**src/rtl/mem_port_arbiter_pkg.sv**
```systemverilog
// Shared types and widths for the core's memory port arbitration.
// mem_grant_t names the current owner of the port and doubles as the arbiter FSM state.
package mem_port_arbiter_pkg;

    localparam int unsigned MEM_ADDR_W = 32;
    localparam int unsigned MEM_DATA_W = 32;
    localparam int unsigned MEM_MASK_W = 4;

    typedef enum logic [1:0] {
        GRANT_NONE = 2'd0,
        GRANT_INST = 2'd1,
        GRANT_DATA = 2'd2
    } mem_grant_t;

endpackage

```
**src/rtl/mem_port_arbiter_rr_arbiter2.sv**
```systemverilog
// Two-way round-robin pick between fetch and load/store requests.
// Holds the last winner; on a tie the other side is chosen.
module rr_arbiter2
    import mem_port_arbiter_pkg::*;
(
    input  logic       clk,
    input  logic       reset,
    input  logic       req_inst_i,
    input  logic       req_data_i,
    input  logic       update_i,
    output mem_grant_t pick_o
);

    mem_grant_t last_grant_q;
    mem_grant_t last_grant_d;

    always_comb begin
        pick_o = GRANT_NONE;
        if (req_inst_i && req_data_i) begin
            if (last_grant_q == GRANT_DATA) begin
                pick_o = GRANT_INST;
            end else begin
                pick_o = GRANT_DATA;
            end
        end else if (req_inst_i) begin
            pick_o = GRANT_INST;
        end else if (req_data_i) begin
            pick_o = GRANT_DATA;
        end

        last_grant_d = last_grant_q;
        if (update_i && (pick_o != GRANT_NONE)) begin
            last_grant_d = pick_o;
        end
    end

    // Starting from DATA lets the fetcher win the very first tie.
    always_ff @(posedge clk or posedge reset) begin
        if (reset) begin
            last_grant_q <= GRANT_DATA;
        end else begin
            last_grant_q <= last_grant_d;
        end
    end

endmodule

```
**src/rtl/mem_port_arbiter.sv**
```systemverilog
// Shares one memory port between fetch and LSU with round-robin grants,
// registered request signals, a pass-through response and a no-ack watchdog.
module mem_port_arbiter
    import mem_port_arbiter_pkg::*;
#(
    parameter int unsigned TIMEOUT_CYCLES = 1024
) (
    input  logic                  clk,
    input  logic                  reset,
    input  logic [MEM_ADDR_W-1:0] inst_in_addr,
    input  logic                  inst_in_valid,
    output logic [MEM_DATA_W-1:0] inst_in_data,
    output logic                  inst_in_ready,
    input  logic [MEM_ADDR_W-1:0] data_in_addr,
    input  logic                  data_in_valid,
    input  logic                  data_in_write,
    input  logic [MEM_DATA_W-1:0] data_in_wdata,
    input  logic [MEM_MASK_W-1:0] data_in_wmask,
    output logic [MEM_DATA_W-1:0] data_in_rdata,
    output logic                  data_in_ready,
    output logic [MEM_ADDR_W-1:0] mem_out_addr,
    output logic                  mem_out_write,
    output logic [MEM_DATA_W-1:0] mem_out_wdata,
    output logic [MEM_MASK_W-1:0] mem_out_wmask,
    output logic                  mem_out_valid,
    input  logic [MEM_DATA_W-1:0] mem_out_data,
    input  logic                  mem_out_ready,
    output logic                  timeout_error
);

    localparam int unsigned     CNT_W       = (TIMEOUT_CYCLES > 0) ? $clog2(TIMEOUT_CYCLES + 1) : 1;
    localparam logic [CNT_W-1:0] TIMEOUT_CNT = CNT_W'(TIMEOUT_CYCLES);
    localparam bit              WDOG_EN     = (TIMEOUT_CYCLES != 0);

    mem_grant_t            state_q, state_d;
    mem_grant_t            pick;
    logic                  grantEn;
    logic [CNT_W-1:0]      wait_cnt_q, wait_cnt_d;
    logic [MEM_ADDR_W-1:0] addr_q, addr_d;
    logic                  write_q, write_d;
    logic [MEM_DATA_W-1:0] wdata_q, wdata_d;
    logic [MEM_MASK_W-1:0] wmask_q, wmask_d;
    logic                  timeout_q, timeout_d;
    logic                  done;
    logic [MEM_DATA_W-1:0] respData;

    rr_arbiter2 u_rr (
        .clk        (clk),
        .reset      (reset),
        .req_inst_i (inst_in_valid),
        .req_data_i (data_in_valid),
        .update_i   (grantEn),
        .pick_o     (pick)
    );

    // Completion is decided combinationally so ready lands in the same cycle as mem_out_ready.
    always_comb begin
        state_d       = state_q;
        wait_cnt_d    = wait_cnt_q;
        addr_d        = addr_q;
        write_d       = write_q;
        wdata_d       = wdata_q;
        wmask_d       = wmask_q;
        timeout_d     = timeout_q;
        grantEn       = 1'b0;
        done          = 1'b0;
        respData      = '0;
        inst_in_ready = 1'b0;
        inst_in_data  = '0;
        data_in_ready = 1'b0;
        data_in_rdata = '0;

        case (state_q)
            GRANT_NONE: begin
                if (pick != GRANT_NONE) begin
                    grantEn    = 1'b1;
                    state_d    = pick;
                    wait_cnt_d = '0;
                    if (pick == GRANT_INST) begin
                        addr_d  = inst_in_addr;
                        write_d = 1'b0;
                        wdata_d = '0;
                        wmask_d = '0;
                    end else begin
                        addr_d  = data_in_addr;
                        write_d = data_in_write;
                        wdata_d = data_in_wdata;
                        wmask_d = data_in_wmask;
                    end
                end
            end
            GRANT_INST, GRANT_DATA: begin
                if (mem_out_ready) begin
                    done     = 1'b1;
                    respData = mem_out_data;
                end else if (WDOG_EN && (wait_cnt_q == TIMEOUT_CNT)) begin
                    done      = 1'b1;
                    timeout_d = 1'b1;
                end else if (WDOG_EN) begin
                    wait_cnt_d = wait_cnt_q + 1'b1;
                end

                if (done) begin
                    state_d = GRANT_NONE;
                end

                if (state_q == GRANT_INST) begin
                    inst_in_ready = done;
                    inst_in_data  = respData;
                end else begin
                    data_in_ready = done;
                    data_in_rdata = respData;
                end
            end
            default: begin
                state_d = GRANT_NONE;
            end
        endcase
    end

    always_ff @(posedge clk or posedge reset) begin
        if (reset) begin
            state_q    <= GRANT_NONE;
            wait_cnt_q <= '0;
            addr_q     <= '0;
            write_q    <= 1'b0;
            wdata_q    <= '0;
            wmask_q    <= '0;
            timeout_q  <= 1'b0;
        end else begin
            state_q    <= state_d;
            wait_cnt_q <= wait_cnt_d;
            addr_q     <= addr_d;
            write_q    <= write_d;
            wdata_q    <= wdata_d;
            wmask_q    <= wmask_d;
            timeout_q  <= timeout_d;
        end
    end

    assign mem_out_valid = (state_q != GRANT_NONE);
    assign mem_out_addr  = addr_q;
    assign mem_out_write = write_q;
    assign mem_out_wdata = wdata_q;
    assign mem_out_wmask = wmask_q;
    assign timeout_error = timeout_q;

endmodule

```
**config.mk**
```make
export PLATFORM = sky130hd
export DESIGN_NAME = mem_port_arbiter
export DESIGN_NICKNAME = d
export VERILOG_FILES = /design/src/rtl/mem_port_arbiter_pkg.sv /design/src/rtl/mem_port_arbiter_rr_arbiter2.sv /design/src/rtl/mem_port_arbiter.sv
export SDC_FILE = /design/constraint.sdc
export NUM_CORES = 1
export LEC_CHECK = 0
export ABC_CLOCK_PERIOD_IN_PS = 8900
export CAP_MARGIN = 20
export CORE_UTILIZATION = 30
export CTS_CLUSTER_DIAMETER = 40
export CTS_CLUSTER_SIZE = 40
export DETAILED_ROUTE_END_ITERATION = 10
export PLACE_DENSITY_LB_ADDON = 0.12
export SYNTH_ARGS = -nofsm -noshare
export SYNTH_HDL_FRONTEND = slang
export SYNTH_SLANG_ARGS = --single-unit
```
**constraint.sdc**
```tcl
create_clock -name clk -period 8.9 [get_ports clk]
set_input_delay 2.225 -clock clk [delete_from_list [all_inputs] [get_ports clk]]
set_output_delay 2.225 -clock clk [all_outputs]
set_load 0.05 [all_outputs]
```
==> run_results.csv, run 1 <==
group,metric,value,unit
status,outcome,"finished, final reports clean",
global_routing,antenna_found_initial,1,
global_routing,grt_pass1_vias,4256,
yosys,synth_top_cell_area_share,0.4891,
clocking,h-tree-depth,3,
die,row_count,43,
yosys,yosysSeqAreaShare,0.4952,
critical_path,required,6.68,ns
global_routing,grt_max_degree,115,
critical_path,path_max_fanout,40,
die,core_area,13930,µm²
cells_and_area,stdcell_count,959,
yosys,synth-simple-area-share,0.2402,
run,cap_violations,0,
timing,skew,0.004777,ns
yosys,yosys.area_share.adder,0.01164,
critical_path,crit_slowest_cell,"clkdlybuf4s50_1",
placed_design,dpl.hpwl,10620,µm
placed_design,gp_congestion,0.7797,
placed_design,port_buffers,274,
route,avgRoutedWirePerCell,14.59,µm
route,drcViolationCount,0,
yosys,ys.flop_type,"dfrtp_1",
clocking,cts_hold_buf,0,
route,drt_iter0_drc,152,
cells_and_area,syn2layout_area_growth,74.24,%
yosys,yosys-top-cells-area,"dfrtp_1 (49%), nand2_1 (13%), o21ai_0 (9.1%)",
yosys,ys_warn_count,0,
route,vias,4474,
yosys,synth_fp_nets,662,
yosys,synth_mux_area_frac,0.07453,
die,io-pin-count,275,
yosys,synthTopCellsByCount,"nand2_1 (151), dfrtp_1 (84), o21ai_0 (78), nor2_1 (70), mux2i_1 (32)",
clocking,root_buffer,"clkbuf_16",
timing,drv_slew,0,
timing,finalHoldViolations,0,
power,power_density,365.5,nW/µm²
yosys,syn-cell-area,4298,µm²
clocking,path_clk_slew,0.06,ns
timing,fin_ws,2.366,ns
global_routing,grt_util_all_layers,0.1880,
yosys,synth_top_area_cell,"dfrtp_1",
power,max-vdd-ir-drop,218.9,µV
clocking,postCtsResizedCells,0,
cells_and_area,nFillCells,1271,
placed_design,numPlacedInstances,942,
die,die_w,121.7,µm
timing,fin_setup_tns,0,ns
cells_and_area,fin_nets,916,
yosys,yosysMostFrequentCell,"nand2_1",
critical_path,critPathMaxStageDelay,0.89,ns
worst_hold_path,hp-class,"reg -> reg",
die,start_util,0.3084,
timing,finalCritPeriodShare,0.7341,
timing,setup_viol,0,
critical_path,crit_type,"in -> out",
critical_path,cp_cell_sequence,"clkdlybuf4s50_1, buf_4, nand2_1, nor2_1, clkdlybuf4s50_1",
clocking,clock_latency,0.33,ns
route,routed_wirelength,13990,µm
clocking,cts_buffer_depth,2,
yosys,async_flop_share,1.000,
clocking,cts_buffers,9,
cells_and_area,drive_above_1_share,0.03728,
yosys,synth-edff-count,0,
placed_design,dpl_cell_area,7164,µm²
timing,relSlewSlack,0.3047,
timing,rsz0062_at_grt,"no",
clocking,cts_tree,"built",
cells_and_area,fin_area,7488,µm²
yosys,synth_seq_cells,85,
critical_path,crit_path_frequent_cell,"clkdlybuf4s50_1",
placed_design,place_ws,2.358,ns
timing,fin_crit,6.534,ns
global_routing,grt_overflow_total,0,
global_routing,grt_pass1_wl,21330,µm
clocking,cts.sinks,85,
die,die_y,121.7,µm
timing,worst-slew-pin-transition,1.040,ns
route,firstDrtPassIters,4,
yosys,netlist_instances,520,
timing,max_freq,0.1531,GHz
die,dieArea,14810,µm²
yosys,ys_types,41,
yosys,synth_compound_area_frac,0.1336,
critical_path,startpoint_type,"input pin",
route,antenna_left,0,
yosys,synth_top_family_by_area,"simple AND/OR/NAND/NOR gates",
critical_path,critPathCaptureType,"output port",
power,p_leak,3.195,nW
route,viasPerCell,4.665,
clocking,postCtsSetupBuffers,0,
critical_path,cp.arrival,4.31,ns
yosys,synth_xor_area_frac,0,
yosys,syn_area_per_cell,8.265,µm²
==> path summary, 6_finish.rpt <==
| check | slack (ns) | cells past startpoint | start | end |
|---|---|---|---|---|
| worst max-delay path | 2.37 | 5 | mem_out_ready | inst_in_data[15] |
| worst min-delay path | 0.48 | 2 | mem_out_addr[17]$_DFFE_PP0P_ | mem_out_addr[17]$_DFFE_PP0P_ |
| worst max register to register | 6.62 | 5 | state_q[0]$_DFFE_PP0P_ | mem_out_addr[2]$_DFFE_PP0P_ |
| worst min register to register | 0.48 | 2 | mem_out_addr[17]$_DFFE_PP0P_ | mem_out_addr[17]$_DFFE_PP0P_ |
| max in group asynchronous | 5.54 | 3 | reset | mem_out_wdata[7]$_DFFE_PP0P_ |
| min in group asynchronous | 2.28 | 2 | reset | mem_out_wdata[15]$_DFFE_PP0P_ |
==> placed cells by master (no fill, tap or decap), types with 3 or more instances in the layout <==
cell type,synthesis,final
a21oi_1,3,3
buf_4,0,4
clkbuf_16,0,9
clkdlybuf4s50_1,0,274
dfrtp_1,84,84
ha_1,4,4
inv_1,10,9
mux2i_1,32,32
nand2_1,151,151
nand3_1,5,5
nand4_1,3,3
nor2_1,70,70
o21ai_0,78,77
o21ai_1,6,5
o31ai_1,4,4
or3_1,4,4
==> cell type report <==
cell class / instances / area, µm² / area share
Inverter: 10 / 38.79 / 0.005180
Timing Repair Buffer: 279 / 2788 / 0.3723
Multi-Input combinational cell: 389 / 1999 / 0.2670
Sequential cell: 85 / 2128 / 0.2842
Antenna cell: 1 / 2.502 / 0.0003342
Clock buffer: 11 / 232.7 / 0.03108
Tap cell: 180 / 225.2 / 0.03008
Clock inverter: 4 / 73.82 / 0.009858
==> state kept, by name, indices dropped and copies added, names as in the netlist <==
name / count
mem_out_addr: 32
mem_out_wdata: 32
wait_cnt_q: 11
mem_out_wmask: 4
state_q: 2
u_rr.last_grant_q: 2
mem_out_write: 1
timeout_error: 1
==> where the power goes <==
| group | internal (W) | total [W] | switching [W] | leakage [nW] |
|---|---|---|---|---|
| registers | 0.000548 | 0.000633 | 0.0000851 | 1.08 |
| logic | 0.000538 | 0.00171 | 0.00118 | 1.97 |
| clock network | 0.000244 | 0.000391 | 0.000147 | 0.150 |
| total | 0.00133 | 0.00274 | 0.00141 | 3.20 |
==> stage by stage <==
stage,utilization,hold slack (ns),power [W]
5_1_grt,0.5374,0.4901,0.002893
3_5_place_dp,0.5141,0.4698,0.002346
4_1_cts,0.5361,0.4827,0.002752
3_3_place_gp,0.5141,0.4619,0.002325
2_1_floorplan,-,0.4505,0.001773
6_report,0.5374,0.4772,0.002737
==> routing by layer <==
metal / part of all wire / track usage / up-vias / routed length (µm)
li1: - / - / 2225 / -
met1: 0.36 / 0.1955 / 2001 / 5101
met2: 0.49 / 0.3260 / 222 / 6895
met3: 0.11 / 0.06835 / 26 / 1526
met4: 0.033 / 0.1080 / 0 / 465
met5: 0 / 0 / - / 0
==> cells by family (layout without fill, tap and decap cells) <==
logic type | Yosys count | count (layout)
other | 0 | 1
AOI/OAI and AO/OA | 103 | 103
muxes | 32 | 32
DFF | 85 | 85
adders and majority gates | 4 | 4
and+or+nand+nor | 250 | 250
buffers and inverters | 46 | 304
==> worst max-delay path, delay by kind of cell <==
family	cells	cell delay [ns]
buffers and inverters	3	1.69
and+or+nand+nor	2	0.38
No activity file was read; power rests on OpenSTA's default activity.
==> inputs of run 2 (changes only) <==
--- a/config.mk
+++ b/config.mk
@@ -5,7 +5,7 @@
 export SDC_FILE = /design/constraint.sdc
 export NUM_CORES = 1
 export LEC_CHECK = 0
-export ABC_CLOCK_PERIOD_IN_PS = 8900
+export ABC_CLOCK_PERIOD_IN_PS = 6000
 export CAP_MARGIN = 20
 export CORE_UTILIZATION = 30
 export CTS_CLUSTER_DIAMETER = 40
==> constraint.sdc (replaced) <==
create_clock -name clk -period 6 [get_ports clk]
set_input_delay 1.5 -clock clk [delete_from_list [all_inputs] [get_ports clk]]
set_output_delay 1.5 -clock clk [all_outputs]
set_load 0.05 [all_outputs]
==> run_results.csv, run 2 (synthesized netlist as in run 1, its figures left out) <==
group,metric,value,unit
status,outcome,"finished, final reports clean",
timing,fin_crit,5.123,ns
timing,drv_slew,0,
timing,whs,0.4743,ns
die,dieArea,14810,µm²
global_routing,antenna_found_initial,0,
placed_design,port_buffers,274,
critical_path,cp_cell_sequence,"clkdlybuf4s50_1, buf_4, nand2_1, nor2_1, clkdlybuf4s50_1",
die,die_y,121.7,µm
clocking,clock_latency,0.33,ns
worst_hold_path,whs_path_depth,2,
global_routing,grt_util_all_layers,0.1911,
route,avgRoutedWirePerCell,14.60,µm
timing,skew,0.005138,ns
route,vias,4462,
timing,finalHoldViolations,0,
critical_path,startpoint_type,"input pin",
critical_path,path_depth,5,
clocking,path_clk_slew,0.06,ns
global_routing,grt_pass1_vias,4282,
cells_and_area,fin_nets,918,
clocking,postCtsResizedCells,0,
critical_path,path_max_fanout,40,
die,die_w,121.7,µm
die,start_util,0.3084,
critical_path,cp.arrival,3.62,ns
worst_hold_path,hp-class,"reg -> reg",
timing,relSlewSlack,0.3055,
critical_path,critPathCaptureType,"output port",
critical_path,crit_slowest_cell,"clkdlybuf4s50_1",
clocking,cts_tree,"built",
critical_path,crit_type,"in -> out",
run,cap_violations,0,
clocking,cts_buffers,9,
power,p_clk_frac,0.139,
placed_design,dpl.hpwl,10690,µm
clocking,cts_buffer_depth,2,
critical_path,critPathMaxStageDelay,0.87,ns
power,p_sw,0.002088,W
die,io-pin-count,275,
route,viasPerCell,4.643,
power,max-vdd-ir-drop,578.3,µV
timing,finalCritPeriodShare,0.8538,
timing,rsz0062_at_grt,"no",
critical_path,rr_worst_depth,6,
placed_design,gp_congestion,0.7791,
power,combPwrFrac,0.630,
route,firstDrtPassIters,4,
route,drt_iter0_drc,123,
clocking,h-tree-depth,3,
clocking,cts.sinks,85,
clocking,postCtsSetupBuffers,0,
critical_path,required,4.50,ns
cells_and_area,syn2layout_area_growth,74.93,%
timing,worst-slew-pin-transition,1.039,ns
power,switching_share,0.5140,
cells_and_area,diodes,0,
cells_and_area,drive_above_1_share,0.04097,
clocking,cts_hold_buf,0,
timing,max_freq,0.1952,GHz
clocking,root_buffer,"clkbuf_16",
cells_and_area,layout_common_cells,"clkdlybuf4s50_1 (274), nand2_1 (151), dfrtp_1 (84)",
critical_path,cpLargestDelayFamily,"buffers and inverters",
timing,setup_viol,0,
critical_path,crit_path_frequent_cell,"clkdlybuf4s50_1",
global_routing,grt_overflow_total,0,
power,internal_power,0.001975,W
die,row_count,43,
power,p_seq_frac,0.231,
power,p_leak,3.213,nW
global_routing,grt_pass1_wl,21690,µm
critical_path,critical_path_buf_inv_count,3,
route,routed_wirelength,14030,µm
power,power_density,540.4,nW/µm²
critical_path,rrSetupSlack,3.77,ns
global_routing,grt_max_degree,142,
route,antenna_left,0,
cells_and_area,mostFrequentLayoutCell,"clkdlybuf4s50_1",
route,drcViolationCount,0,
die,core_area,13930,µm²
timing,fin_setup_tns,0,ns
==> run 2: cell count changes in the layout (fill, tap and decap cells not counted), sizes merged <==
cell    change
buf         +2
clkbuf      +2
bufinv      -1
diode       -1
==> run 2: area by class of cell <==
| cell class | count | area [µm²] |
|---|---|---|
| Clock inverter | 3 | 43.79 |
| Clock buffer | 13 | 260.3 |
| Sequential cell | 85 | 2128 |
| Fill cell | 1295 | 6416 |
| Tap cell | 180 | 225.2 |
| Multi-Input combinational cell | 389 | 1999 |
| Inverter | 10 | 38.79 |
| Timing Repair Buffer | 281 | 2823 |
==> run 2: power by group through the flow <==
stage               logic (W)  registers [W]  clock network [W]
floorplan            0.000946        0.00168                  0
global route          0.00273       0.000971           0.000603
finish                0.00256       0.000938           0.000565
global placement      0.00252       0.000935                  0
detailed placement    0.00254       0.000945                  0
CTS                   0.00254       0.000941           0.000577
==> run 2: metrics by stage <==
stage,cell area (µm²),setup slack [ns],utilization,total power (W),instances
final,7518,0.8773,0.5396,0.004063,961
after global routing,7518,0.7938,0.5396,0.004309,961
after CTS,7476,0.8727,0.5365,0.004058,959
after detailed placement,7172,0.8760,0.5147,0.003482,943
after global placement,7172,0.8804,0.5147,0.003451,943
after floorplan,4298,1.686,-,0.002631,520
==> run 2: path summary, 6_finish.rpt <==
check | from | end
worst max-delay path | mem_out_ready | inst_in_data[15]
max in group asynchronous | reset | wait_cnt_q[0]$_DFFE_PP0P_
worst max register to register | state_q[0]$_DFFE_PP0P_ | wait_cnt_q[7]$_DFFE_PP0P_
worst min-delay path | mem_out_addr[17]$_DFFE_PP0P_ | mem_out_addr[17]$_DFFE_PP0P_
min in group asynchronous | reset | mem_out_wdata[28]$_DFFE_PP0P_
worst min register to register | mem_out_addr[17]$_DFFE_PP0P_ | mem_out_addr[17]$_DFFE_PP0P_
==> run 2: per-layer routing <==
metal  vias to the layer above  track usage  part of all wire
li1                       2223            -                 -
met1                      2017       0.1963              0.37
met2                       205       0.3452              0.50
met3                        17      0.07257              0.10
met4                         0      0.08025             0.026
met5                         -            0                 0
==> run 2: worst reg2reg max path, delay by kind of cell, from the launching register on <==
kind | cells | cell delay, ns
AOI/OAI and AO/OA | 2 | 0.74
buffers and inverters | 2 | 0.24
DFF | 1 | 0.37
and+or+nand+nor | 1 | 0.19
adders and majority gates | 1 | 0.59
==> inputs of run 3 (changes only) <==
--- a/config.mk
+++ b/config.mk
@@ -14,4 +14,5 @@
 export PLACE_DENSITY_LB_ADDON = 0.12
 export SYNTH_ARGS = -nofsm -noshare
 export SYNTH_HDL_FRONTEND = slang
+export SYNTH_HIERARCHICAL = 1
 export SYNTH_SLANG_ARGS = --single-unit
==> run_results.csv, run 3 <==
group,metric,value,unit
die,io-pin-count,275,
yosys,syn-cell-area,4478,µm²
power,p_clk_frac,0.140,
timing,drv_slew,0,
yosys,synthTopCellsByCount,"dfrtp_1 (84), nor2_1 (72), nand2_1 (45), a22o_1 (38), nand2b_1 (38)",
global_routing,grt_pass1_wl,23120,µm
route,viasPerCell,4.975,
route,drcViolationCount,0,
run,cap_violations,0,
clocking,cts_hold_buf,0,
power,power_density,569.5,nW/µm²
timing,fin_setup_tns,0,ns
cells_and_area,drive_above_1_share,0.05249,
power,internal_power,0.002190,W
yosys,synth_mux_area_frac,0.002515,
global_routing,grt_max_degree,50,
die,row_count,44,
placed_design,numPlacedInstances,911,
cells_and_area,layout_common_cells,"clkdlybuf4s50_1 (274), dfrtp_1 (84), nor2_1 (72)",
power,switching_share,0.5001,
die,dieArea,15420,µm²
timing,relSlewSlack,0.4029,
yosys,ys_warn_count,6,
placed_design,port_buffers,274,
clocking,h-tree-depth,3,
yosys,yosysSeqAreaShare,0.4753,
route,avgRoutedWirePerCell,16.71,µm
timing,whs,0.4574,ns
critical_path,crit_type,"in -> out",
yosys,yosysMostFrequentCell,"dfrtp_1",
cells_and_area,mostFrequentLayoutCell,"clkdlybuf4s50_1",
cells_and_area,fin_nets,881,
clocking,cts_tree,"built",
yosys,ys_types,41,
timing,max_freq,0.2049,GHz
power,p_leak,3.111,nW
global_routing,grt_util_all_layers,0.1972,
yosys,synth_top_cell_area_share,0.4694,
critical_path,required,4.50,ns
timing,rsz0062_at_grt,"no",
timing,skew,0.007895,ns
cells_and_area,nFillCells,1318,
timing,finalHoldViolations,0,
clocking,clock_latency,0.34,ns
yosys,async_flop_share,1.000,
yosys,synth_xor_area_frac,0,
critical_path,cp.arrival,3.38,ns
yosys,synth_top_family_by_area,"compound AO/OA/AOI/OAI gates",
cells_and_area,diodes,0,
yosys,netlist_instances,488,
power,combPwrFrac,0.629,
yosys,yosys-top-cells-area,"dfrtp_1 (47%), a22o_1 (7.4%), a221o_1 (7.2%)",
power,p_seq_frac,0.230,
route,firstDrtPassIters,4,
yosys,synth_seq_cells,85,
route,routed_wirelength,15490,µm
placed_design,dpl.hpwl,11210,µm
timing,finalCritPeriodShare,0.8134,
clocking,postCtsSetupBuffers,0,
route,antenna_left,0,
timing,worst-slew-pin-transition,0.8956,ns
yosys,synth-edff-count,0,
clocking,path_clk_slew,0.06,ns
yosys,ys.flop_type,"dfrtp_1",
yosys,synth_compound_area_frac,0.2355,
yosys,syn_area_per_cell,9.176,µm²
yosys,synth_fp_nets,630,
status,outcome,"finished, final reports clean",
die,die_y,124.2,µm
route,drt_iter0_drc,167,
yosys,synth_top_area_cell,"dfrtp_1",
clocking,cts_buffers,9,
timing,setup_viol,0,
worst_hold_path,hp-class,"reg -> reg",
critical_path,startpoint_type,"input pin",
yosys,yosys.area_share.adder,0.01118,
placed_design,place_ws,1.099,ns
clocking,root_buffer,"clkbuf_16",
die,start_util,0.3081,
placed_design,gp_congestion,0.7408,
critical_path,path_max_fanout,35,
timing,fin_crit,4.881,ns
critical_path,critPathCaptureType,"output port",
global_routing,antenna_found_initial,0,
global_routing,grt_overflow_total,0,
die,die_w,124.2,µm
cells_and_area,syn2layout_area_growth,71.81,%
power,max-vdd-ir-drop,264.7,µV
power,total_power,0.004381,W
global_routing,grt_pass1_vias,4415,
route,vias,4612,
cells_and_area,stdcell_count,927,
power,p_sw,0.002191,W
timing,fin_ws,1.119,ns
clocking,postCtsResizedCells,0,
clocking,cts.sinks,85,
die,core_area,14530,µm²
yosys,synth-simple-area-share,0.2218,
clocking,cts_buffer_depth,2,
==> run 3: cell types whose count changed after synthesis, sizes merged, moves of 4 or more <==
| cell | delta |
|---|---|
| a21oi | +35 |
| a221o | +31 |
| a22o | +38 |
| a31oi | +8 |
| buf | +9 |
| mux2i | -32 |
| nand2 | -106 |
| nand2b | +36 |
| nand3 | +30 |
| o21ai | -71 |
| o31ai | -4 |
| or3 | -4 |
==> run 3: logic make-up (layout without fill, tap and decap cells) <==
family,count (synthesis),in the layout
AOI/OAI and AO/OA,138,138
buffers and inverters,53,308
and+or+nand+nor,207,207
DFF,85,85
adders and majority gates,4,4
muxes,1,1
==> run 3: path summary, 6_finish.rpt <==
kind,start,to,slack (ns),depth (start not counted)
min in group asynchronous,reset,u_rr/last_grant_q[0]$_DFFE_PP0P_,1.39,2
worst min-delay path,timeout_error$_DFFE_PP0P_,timeout_error$_DFFE_PP0P_,0.46,1
worst max register to register,u_rr/last_grant_q[1]$_DFFE_PP1P_,u_rr/last_grant_q[1]$_DFFE_PP1P_,3.06,8
worst min register to register,timeout_error$_DFFE_PP0P_,timeout_error$_DFFE_PP0P_,0.46,1
worst max-delay path,mem_out_ready,inst_in_data[20],1.12,5
max in group asynchronous,reset,mem_out_addr[25]$_DFFE_PP0P_,3.39,3
==> run 3: per-layer routing <==
layer  GRT usage  share of wire  up-vias
li1            -              -     2248
met5           0              0        -
met1      0.2373           0.41     2206
met3     0.05952          0.063       12
met2      0.3339           0.51      146
met4     0.06473          0.011        0
==> run 3: area by class of cell <==
class                      instances  area, µm²  share of cell area
timing repair buffer             283       2838              0.3688
sequential                        85       2128              0.2766
clock inverter                     4      80.08             0.01041
clock buffer                      11      252.7             0.03285
inverter                          10      38.79            0.005041
multi-input combinational        350       2126              0.2763
tap                              184      230.2             0.02992
==> run 3: through the flow <==
stage / utilization / cell area, µm²
after CTS: 0.5275 / 7666
after detailed placement: 0.5046 / 7333
after global placement: 0.5035 / 7318
after global routing: 0.5294 / 7694
final: 0.5294 / 7694
after floorplan: - / 4478
==> run 3: critical path: stages <==
cell	delay, ns
clkdlybuf4s50_1	0.46
buf_4	0.33
nand2_1	0.12
nor2_1	0.12
clkdlybuf4s50_1	0.85
==> run 3: power by group through the flow <==
stage               sequential, W  clock [W]  combinational [W]
global route              0.00105   0.000661            0.00292
global placement          0.00101          0            0.00272
CTS                       0.00101   0.000640            0.00277
floorplan                 0.00174          0            0.00112
finish                    0.00101   0.000615            0.00276
detailed placement        0.00101          0            0.00277
